[src/rtl/cpu_mem_bridge_pkg.sv]
// Shared types for the CPU memory bridge: FSM and owner encodings plus bus widths.
package cpu_mem_bridge_pkg;

    localparam int unsigned DATA_W = 32;
    localparam int unsigned STRB_W = 4;

    typedef enum logic [1:0] {
        StIdle = 2'd0,
        StReq  = 2'd1,
        StWait = 2'd2,
        StResp = 2'd3
    } state_e;

    typedef enum logic [1:0] {
        OwnNone = 2'd0,
        OwnInst = 2'd1,
        OwnData = 2'd2
    } owner_e;

    // Reads always present an all-zero byte-enable on the bus.
    function automatic logic [STRB_W-1:0] bus_strb(input logic wr, input logic [STRB_W-1:0] strb);
        return wr ? strb : '0;
    endfunction

endpackage

[src/rtl/rr_starve_arb.sv]
// Data-first arbiter between fetch and load/store, with a counter that forces a fetch
// through once STARVE_MAX data grants have gone by while the fetch was waiting.
module rr_starve_arb
    import cpu_mem_bridge_pkg::*;
#(
    parameter int unsigned STARVE_MAX = 4
) (
    input  logic clk,
    input  logic reset,
    input  logic en,
    input  logic inst_req,
    input  logic data_req,
    output logic grant_inst,
    output logic grant_data
);

    localparam int unsigned CntW = (STARVE_MAX > 0) ? $clog2(STARVE_MAX + 1) : 1;
    localparam logic [CntW-1:0] CntMax = CntW'(STARVE_MAX);

    logic [CntW-1:0] starve_cnt_q;
    logic            starved;

    assign starved = inst_req && (starve_cnt_q == CntMax);

    always_comb begin
        grant_data = en && data_req && !starved;
        grant_inst = en && inst_req && !grant_data;
    end

    always_ff @(posedge clk) begin
        if (reset) begin
            starve_cnt_q <= '0;
        end else if (grant_inst) begin
            starve_cnt_q <= '0;
        end else if (grant_data && inst_req && (starve_cnt_q != CntMax)) begin
            starve_cnt_q <= starve_cnt_q + CntW'(1);
        end
    end

endmodule

[src/rtl/cpu_mem_bridge.sv]
// Merges the core's fetch and load/store channels onto one req/gnt/rvalid memory bus,
// one transaction in flight at a time.
module cpu_mem_bridge
    import cpu_mem_bridge_pkg::*;
#(
    parameter int unsigned ADDR_W     = 32,
    parameter int unsigned STARVE_MAX = 4
) (
    input  logic              clk,
    input  logic              reset,

    input  logic              inst_req,
    input  logic [ADDR_W-1:0] inst_addr,
    output logic              inst_addr_ok,
    output logic              inst_data_ok,
    output logic [DATA_W-1:0] inst_rdata,

    input  logic              data_req,
    input  logic              data_wr,
    input  logic [STRB_W-1:0] data_wstrb,
    input  logic [ADDR_W-1:0] data_addr,
    input  logic [DATA_W-1:0] data_wdata,
    output logic              data_addr_ok,
    output logic              data_data_ok,
    output logic [DATA_W-1:0] data_rdata,

    output logic              mem_req,
    output logic              mem_wr,
    output logic [STRB_W-1:0] mem_wstrb,
    output logic [ADDR_W-1:0] mem_addr,
    output logic [DATA_W-1:0] mem_wdata,
    input  logic              mem_gnt,
    input  logic              mem_rvalid,
    input  logic [DATA_W-1:0] mem_rdata
);

    state_e              state_q;
    owner_e              owner_q;
    logic                mem_req_q;
    logic                mem_wr_q;
    logic [STRB_W-1:0]   mem_wstrb_q;
    logic [ADDR_W-1:0]   mem_addr_q;
    logic [DATA_W-1:0]   mem_wdata_q;
    logic                inst_data_ok_q;
    logic                data_data_ok_q;
    logic [DATA_W-1:0]   inst_rdata_q;
    logic [DATA_W-1:0]   data_rdata_q;

    logic                arb_en;
    logic                grant_inst;
    logic                grant_data;
    logic                resp_now;

    // Gated by reset so no addr_ok can leak out while the FSM is being cleared.
    assign arb_en = (state_q == StIdle) && !reset;

    rr_starve_arb #(
        .STARVE_MAX (STARVE_MAX)
    ) u_arb (
        .clk        (clk),
        .reset      (reset),
        .en         (arb_en),
        .inst_req   (inst_req),
        .data_req   (data_req),
        .grant_inst (grant_inst),
        .grant_data (grant_data)
    );

    // rvalid only counts once the request has been granted; earlier pulses are ignored.
    assign resp_now = ((state_q == StReq) && mem_gnt && mem_rvalid) ||
                      ((state_q == StWait) && mem_rvalid);

    always_ff @(posedge clk) begin
        if (reset) begin
            state_q        <= StIdle;
            owner_q        <= OwnNone;
            mem_req_q      <= 1'b0;
            mem_wr_q       <= 1'b0;
            mem_wstrb_q    <= '0;
            mem_addr_q     <= '0;
            mem_wdata_q    <= '0;
            inst_data_ok_q <= 1'b0;
            data_data_ok_q <= 1'b0;
            inst_rdata_q   <= '0;
            data_rdata_q   <= '0;
        end else begin
            inst_data_ok_q <= 1'b0;
            data_data_ok_q <= 1'b0;

            case (state_q)
                StIdle: begin
                    if (grant_data) begin
                        mem_req_q   <= 1'b1;
                        mem_wr_q    <= data_wr;
                        mem_wstrb_q <= bus_strb(data_wr, data_wstrb);
                        mem_addr_q  <= data_addr;
                        mem_wdata_q <= data_wdata;
                        owner_q     <= OwnData;
                        state_q     <= StReq;
                    end else if (grant_inst) begin
                        mem_req_q   <= 1'b1;
                        mem_wr_q    <= 1'b0;
                        mem_wstrb_q <= '0;
                        mem_addr_q  <= inst_addr;
                        mem_wdata_q <= '0;
                        owner_q     <= OwnInst;
                        state_q     <= StReq;
                    end
                end
                StReq: begin
                    if (mem_gnt) begin
                        mem_req_q <= 1'b0;
                        state_q   <= mem_rvalid ? StResp : StWait;
                    end
                end
                StWait: begin
                    if (mem_rvalid) begin
                        state_q <= StResp;
                    end
                end
                StResp: begin
                    state_q <= StIdle;
                    owner_q <= OwnNone;
                end
                default: begin
                    state_q <= StIdle;
                end
            endcase

            if (resp_now) begin
                inst_data_ok_q <= (owner_q == OwnInst);
                data_data_ok_q <= (owner_q == OwnData);
                if (owner_q == OwnInst) begin
                    inst_rdata_q <= mem_rdata;
                end
                // Store acks leave the last load word intact.
                if ((owner_q == OwnData) && !mem_wr_q) begin
                    data_rdata_q <= mem_rdata;
                end
            end
        end
    end

    assign inst_addr_ok = grant_inst;
    assign data_addr_ok = grant_data;
    assign inst_data_ok = inst_data_ok_q;
    assign data_data_ok = data_data_ok_q;
    assign inst_rdata   = inst_rdata_q;
    assign data_rdata   = data_rdata_q;
    assign mem_req      = mem_req_q;
    assign mem_wr       = mem_wr_q;
    assign mem_wstrb    = mem_wstrb_q;
    assign mem_addr     = mem_addr_q;
    assign mem_wdata    = mem_wdata_q;

endmodule

[config.mk]
export PLATFORM = sky130hd
export DESIGN_NAME = cpu_mem_bridge
export DESIGN_NICKNAME = d
export VERILOG_FILES = /design/src/rtl/cpu_mem_bridge_pkg.sv /design/src/rtl/rr_starve_arb.sv /design/src/rtl/cpu_mem_bridge.sv
export SDC_FILE = /design/constraint.sdc
export NUM_CORES = 1
export LEC_CHECK = 0
export CORE_ASPECT_RATIO = 1.75
export CORE_UTILIZATION = 30
export DETAILED_ROUTE_END_ITERATION = 7
export PLACE_DENSITY_LB_ADDON = 0.2
export SLEW_MARGIN = 20
export SYNTH_ARGS = -nofsm -noshare
export SYNTH_HDL_FRONTEND = slang
export SYNTH_SLANG_ARGS = --single-unit
[constraint.sdc]
create_clock -name clk -period 1.7 [get_ports clk]
set_input_delay 0.17 -clock clk [delete_from_list [all_inputs] [get_ports clk]]
set_output_delay 0.17 -clock clk [all_outputs]
set_load 0.01 [all_outputs]
==> impl_metrics.json, run 1 <==
{
  "fillers": 1936,
  "core_um2": 20290,
  "routed.top_layer": "met4",
  "required_ps": 2030,
  "design.die.area_um2": 21270,
  "synth_area_leaders": "dfxtp_1 (46%), a21oi_1 (8.4%), nand3_1 (5.4%)",
  "final.setup.tns_ps": 0,
  "cts-buffers-inserted": 17,
  "cap_violations": 0,
  "place_congestion": 0.7843,
  "postSynthCellCount": 716,
  "seq_area_frac_synth_pct": 46.17,
  "clock_sinks": 143,
  "tightest_slew_ps": 499.9,
  "yosysTopAreaCell": "dfxtp_1",
  "dpl.hpwl_um": 15120,
  "hold_viol_final": 0,
  "fin_nets": 1133,
  "grt_pass1_wl_um": 33400,
  "cts_tree": "done",
  "ant_nets": 0,
  "root_buffer": "clkbuf_16",
  "drt-met1-wl_um": 8461,
  "wl_met2_um": 12720,
  "drc": 0,
  "post-route-util_pct": 50.21,
  "min_path_cells": 3,
  "reg2reg_from": "state_q[0]",
  "drt_iter0_markers": 345,
  "critPathMaxFanout": 8,
  "cp.arrival_ps": 1970,
  "synth_nets": 862,
  "io_pins": 277,
  "die_w_um": 110.7,
  "cts_max_level": 4,
  "drv_slew": 0,
  "grt.overflow.total": 0,
  "avgSynthCellArea_um2": 8.661,
  "reg2reg_slack_ps": 70,
  "grt_max_degree": 69,
  "drive_gt1_share_pct": 11.40,
  "fmax_mhz": 611.7,
  "post-place-ws_ps": -40.22,
  "met3_wirelength_um": 988,
  "placed_area_um2": 9392,
  "grt_pass1_vias": 6104,
  "routed_wl_um": 22580,
  "area_growth_pct": 64.29,
  "clock_path_buffers": 2,
  "synth-edff-count": 0,
  "pwr_density_cell_nw_per_um2": 1162,
  "critPathLaunchType": "flop",
  "worst_slack_ps": 65.26,
  "avgViaCountPerCell": 5.134,
  "holdCritStartpoint": "data_wdata[10]",
  "wl_per_cell_um": 18.09,
  "hold_class": "in2reg",
  "fin_crit_sh_pct": 96.16,
  "portBuffers": 276,
  "period_needed_ps": 1635,
  "end_kind": "flop",
  "total_leakage_power_nw": 3.455,
  "holdPathEnd": "mem_wdata[10]",
  "die_h_um": 192.2,
  "ys.warnings.count": 0,
  "reg2reg_depth": 7,
  "seqCellArea_um2": 2865,
  "worst-setup-path-type": "reg2reg",
  "design_area_um2": 10190,
  "path_clk_slew_ps": 70,
  "synth_top_area_share_pct": 46.17,
  "setup_viol": 0,
  "start_util_pct": 30.56,
  "irDropWorstVdd_mv": 0.7777,
  "synthDistinctLibCells": 45,
  "yosysMostFrequentCell": "dfxtp_1",
  "multi_input_area_um2": 2980,
  "antenna_cells": 0,
  "drtPass1Iterations": 4,
  "vias": 6407,
  "finClkSkew_ps": 11.65,
  "synth_seq_cells": 143,
  "r2r-end": "mem_addr[11]",
  "synth_ff_type": "dfxtp_1",
  "status": "complete, no violations",
  "insertion_delay_ps": 420,
  "async_flop_share_pct": 0,
  "synth_area_um2": 6201,
  "grt_usage_pct": 19.88,
  "max_slew_margin_pct": 66.67,
  "antenna_found_initial": 0,
  "synth_commonest_cells": "dfxtp_1 (143), a21oi_1 (104), nand2_1 (72)",
  "num_rows": 69
}
## logic make-up (layout without fill, tap and decap cells)
group                      after synthesis  count (layout)  share of synthesized area, %
AOI/OAI and AO/OA                      281             281                         26.76
buffers and inverters                   85             369                         7.365
and+or+nand+nor                        168             168                         13.14
muxes                                   32              32                         5.166
DFF                                    143             143                         46.17
adders and majority gates                7               7                         1.412
## routing by layer
layer  GRT usage [%]  vias to the layer above
met2           36.53                      196
met4           7.385                        0
li1                -                     3162
met3           4.386                       24
met5               0                        -
met1           22.26                     3025
## flip-flops by register name, indices dropped and copies added, names as in the netlist
| name | flops |
|---|---|
| mem_req | 1 |
| mem_wr | 1 |
| owner_q | 2 |
| inst_rdata | 32 |
| u_arb.starve_cnt_q | 3 |
| state_q | 2 |
| mem_wdata | 32 |
| inst_data_ok | 1 |
| data_data_ok | 1 |
| mem_wstrb | 4 |
| mem_addr | 32 |
| data_rdata | 32 |
## report_power, final
| group | switching (mW) | internal, mW | total (mW) |
|---|---|---|---|
| sequential | 0.219 | 3.74 | 3.96 |
| clock | 1.56 | 2.18 | 3.74 |
| combinational | 2.09 | 2.05 | 4.13 |
## how the worst max path moves through the flow
stage	start	endpoint	depth (start not counted)
floorplan	state_q[0]	mem_wstrb[0]	7
global placement	data_req	inst_addr_ok	4
detailed placement	inst_req	mem_addr[11]	6
CTS	u_arb.starve_cnt_q[0]	inst_addr_ok	5
global route	state_q[0]	mem_addr[20]	7
finish	state_q[0]	mem_addr[11]	7
## area by class of cell
class / count / share of cell area, %
timing repair buffer: 332 / 33.63
multi-input combinational: 488 / 29.26
sequential: 143 / 28.13
clock buffer: 17 / 4.176
tap: 248 / 3.046
clock inverter: 15 / 1.584
inverter: 5 / 0.1842
## repair_timing
item	4_1_cts	5_1_grt
hold buffers	1	0
resized for setup	12	14
buffers inserted	0	1
endpoints found under the setup margin	2	41
pin swaps	1	4
hold endpoints to repair	3	0
gates cloned	0	5
## critical path, cell delays in order (launching register included)
cell	delay (ps)
dfxtp_1	310
inv_1	110
ha_4	160
buf_6	120
nor2b_4	320
clkbuf_16	230
a21oi_1	60
a211oi_1	230
## cells in the final DEF, fill, tap and decap left out, types with 4 or more instances in the layout
cell             Yosys  layout
clkdlybuf4s50_1      0     273
dfxtp_1            143     141
a21oi_1            104     104
nand2_1             72      71
nand3_1             67      66
o21ai_0             65      65
buf_4               10      36
o21ai_1             34      34
mux2i_1             32      32
a211oi_1            32      31
a311oi_1            32      28
clkbuf_16            0      21
buf_12               0      14
a311oi_2             1       5
or3_1                4       4
a32o_1               4       4
ha_1                 7       4
clkinvlp_4           0       4
clkinv_4             0       4
## metrics by stage
stage | std cells | hold slack (ps) | total power, mW
detailed placement | 1209 | 443.3 | 7.875
floorplan | 716 | 295.8 | 5.915
finish | 1248 | 307.0 | 11.83
global route | 1248 | 304.6 | 12.46
CTS | 1242 | 288.4 | 11.69
global placement | 1209 | 436.7 | 7.852
No activity file was read; power rests on OpenSTA's default activity.
==> run 2, diff against run 1 <==
- GPL_TIMING_DRIVEN: unset -> 0
- clock period: 1.7 -> 1.5 ns (I/O delays scaled with it)
==> run 2 against run 1 <==
  * Clock power up 5%
  * Critical endpoint is now mem_wstrb[3]
  * Largest power group unchanged
  * Register-to-register slack worse by 210 ps
  * Sequential cell count did not move
  * The flow now finishes with violations (setup timing)
  * Fmax shrank 0.31%
  * Critical path depth did not move
  * Sequential power is 15% higher
  * Non-clock buffer count up 70
  * Combinational power grew 67%
  * Sequential share of layout area fell by 3.8 points
  * Count of clock-buffer cells in the layout increased by 4
  * Critical path type unchanged
  * Clock skew shrank 5.6 ps
  * Design area grew 16%
==> impl_metrics.json, run 2 (same netlist as run 1, synthesis figures left out) <==
{
  "status": "finished with violations",
  "violations": "setup timing",
  "antenna_cells": 0,
  "hold_class": "in2reg",
  "clock_sinks": 143,
  "vias": 6851,
  "min_path_cells": 3,
  "root_buffer": "clkbuf_16",
  "io_pins": 277,
  "clock_path_buffers": 2,
  "place_congestion": 0.8125,
  "antenna_found_initial": 0,
  "fin_cells": 1315,
  "die_h_um": 192.2,
  "wl_per_cell_um": 18.86,
  "irDropWorstVdd_mv": 0.7768,
  "finClkSkew_ps": 6.007,
  "path_clk_slew_ps": 60,
  "critPathMaxFanout": 5,
  "layout_common_cells": "clkdlybuf4s50_1 (211), dfxtp_1 (137), a21oi_1 (70), nand2_1 (70), dlymetal6s2s_1 (54)",
  "drv_slew": 0,
  "cap_violations": 0,
  "tightest_slew_ps": 610.8,
  "hold_buffers": 0,
  "fin_nets": 1204,
  "pwr_density_cell_nw_per_um2": 1307,
  "start_util_pct": 30.56,
  "critPathLaunchType": "flop",
  "critPathMaxStageDelay_ps": 350,
  "cts-buffers-inserted": 17,
  "drt_iter0_markers": 215,
  "final_common_cell": "clkdlybuf4s50_1",
  "core_um2": 20290,
  "ant_nets": 0,
  "insertion_delay_ps": 420,
  "finalPower_mw": 15.41,
  "placed_area_um2": 9288,
  "cts_tree": "done",
  "hold_viol_final": 0,
  "worst_slack_ps": -139.8,
  "design.die.area_um2": 21270,
  "cts_max_level": 4,
  "grt_max_degree": 17,
  "fin_crit_sh_pct": 109.3,
  "design_area_um2": 11790,
  "end_kind": "flop",
  "slowest_stage": "dfxtp_2",
  "grt_pass1_wl_um": 36370,
  "worst-setup-path-type": "reg2reg",
  "grt.overflow.total": 0,
  "rsz0062_at_grt": "true",
  "crit_cells": 7,
  "timing.hold.ws_ps": 135.0,
  "grt_pass1_vias": 6854,
  "grt_usage_pct": 21.82,
  "portBuffers": 276,
  "total_leakage_power_nw": 4.930,
  "num_rows": 69,
  "avgViaCountPerCell": 5.210,
  "area_growth_pct": 90.09,
  "routed_wl_um": 24800,
  "drive_gt1_share_pct": 26.71,
  "drtPass1Iterations": 5,
  "drc": 0,
  "path_delay_family": "simple AND/OR/NAND/NOR gates",
  "die_w_um": 110.7,
  "fillers": 1787,
  "reg2reg_depth": 7,
  "cp_num_buf_inv": 3,
  "place_inst": 1240,
  "setup_viol": 132,
  "path_cells": "inv_4 > ha_4 > buf_4 > and3b_2 > buf_8 > and3_4 > a32o_1",
  "max_slew_margin_pct": 59.28,
  "cp.arrival_ps": 1950,
  "dpl.hpwl_um": 17220,
  "required_ps": 1810,
  "fmax_mhz": 609.8,
  "period_needed_ps": 1640
}
## run 2: cell type report
class                   count  area [um^2]  share of cell area, %
multi-input cells         489         3699                  31.38
clock inverters             7        65.06                 0.5520
inverters                   5        23.77                 0.2017
flip-flops and latches    143         2873                  24.37
plain buffers              77        723.2                  6.135
well taps                 248        310.3                  2.632
repair buffers            325         3623                  30.74
clock buffers              21        470.5                  3.991
## run 2: path summary, 6_finish.rpt
check / endpoint / startpoint / slack, ps
setup / recovery: mem_wstrb[3] / state_q[1] / -140
hold / removal: data_data_ok / mem_rvalid / 140
setup reg to reg: mem_wstrb[3] / state_q[1] / -140
hold reg to reg: inst_rdata[22] / inst_rdata[22] / 450
## run 2: per-layer routing
metal,wire length (um),vias up,GRT usage [%]
met5,0,-,0
met4,955,0,12.15
met3,985,54,4.355
met2,14040,228,42.40
met1,8814,3259,21.28
li1,-,3310,-
## run 2: worst min-delay path, stage by stage
cell and delay [ps]:
dlymetal6s2s_1 200, nand4b_1 130, nor2_1 40
## run 2: power by group
group / internal (mW) / switching [mW] / leakage, nW / total (mW)
clock: 2.36 / 1.57 / 0.262 / 3.93
sequential: 4.26 / 0.311 / 1.16 / 4.57
combinational: 3.80 / 3.11 / 3.50 / 6.91
## run 2: metrics by stage
| stage | setup TNS (ps) | setup slack (ps) | util, % |
|---|---|---|---|
| finish | -8448 | -139.8 | 58.10 |
| global route | -15750 | -208.3 | 58.10 |
| CTS | -14460 | -253.8 | 52.62 |
| detailed placement | -53970 | -617.7 | 45.78 |
| global placement | -52680 | -639.4 | 45.78 |
| floorplan | 0 | 8.097 | - |
## run 2: repair_timing
item                       4_1_cts  5_1_grt
pin swaps                       24       32
gates resized for setup        157      219
gates cloned                     5       11
setup endpoints to repair      153      189
setup buffers                   23       13
==> run 3, diff against run 2 <==
- SLEW_MARGIN: 20 -> unset
==> results of run 3 <==
No change in the layout: final DEF, timing and power equal those of run 2.
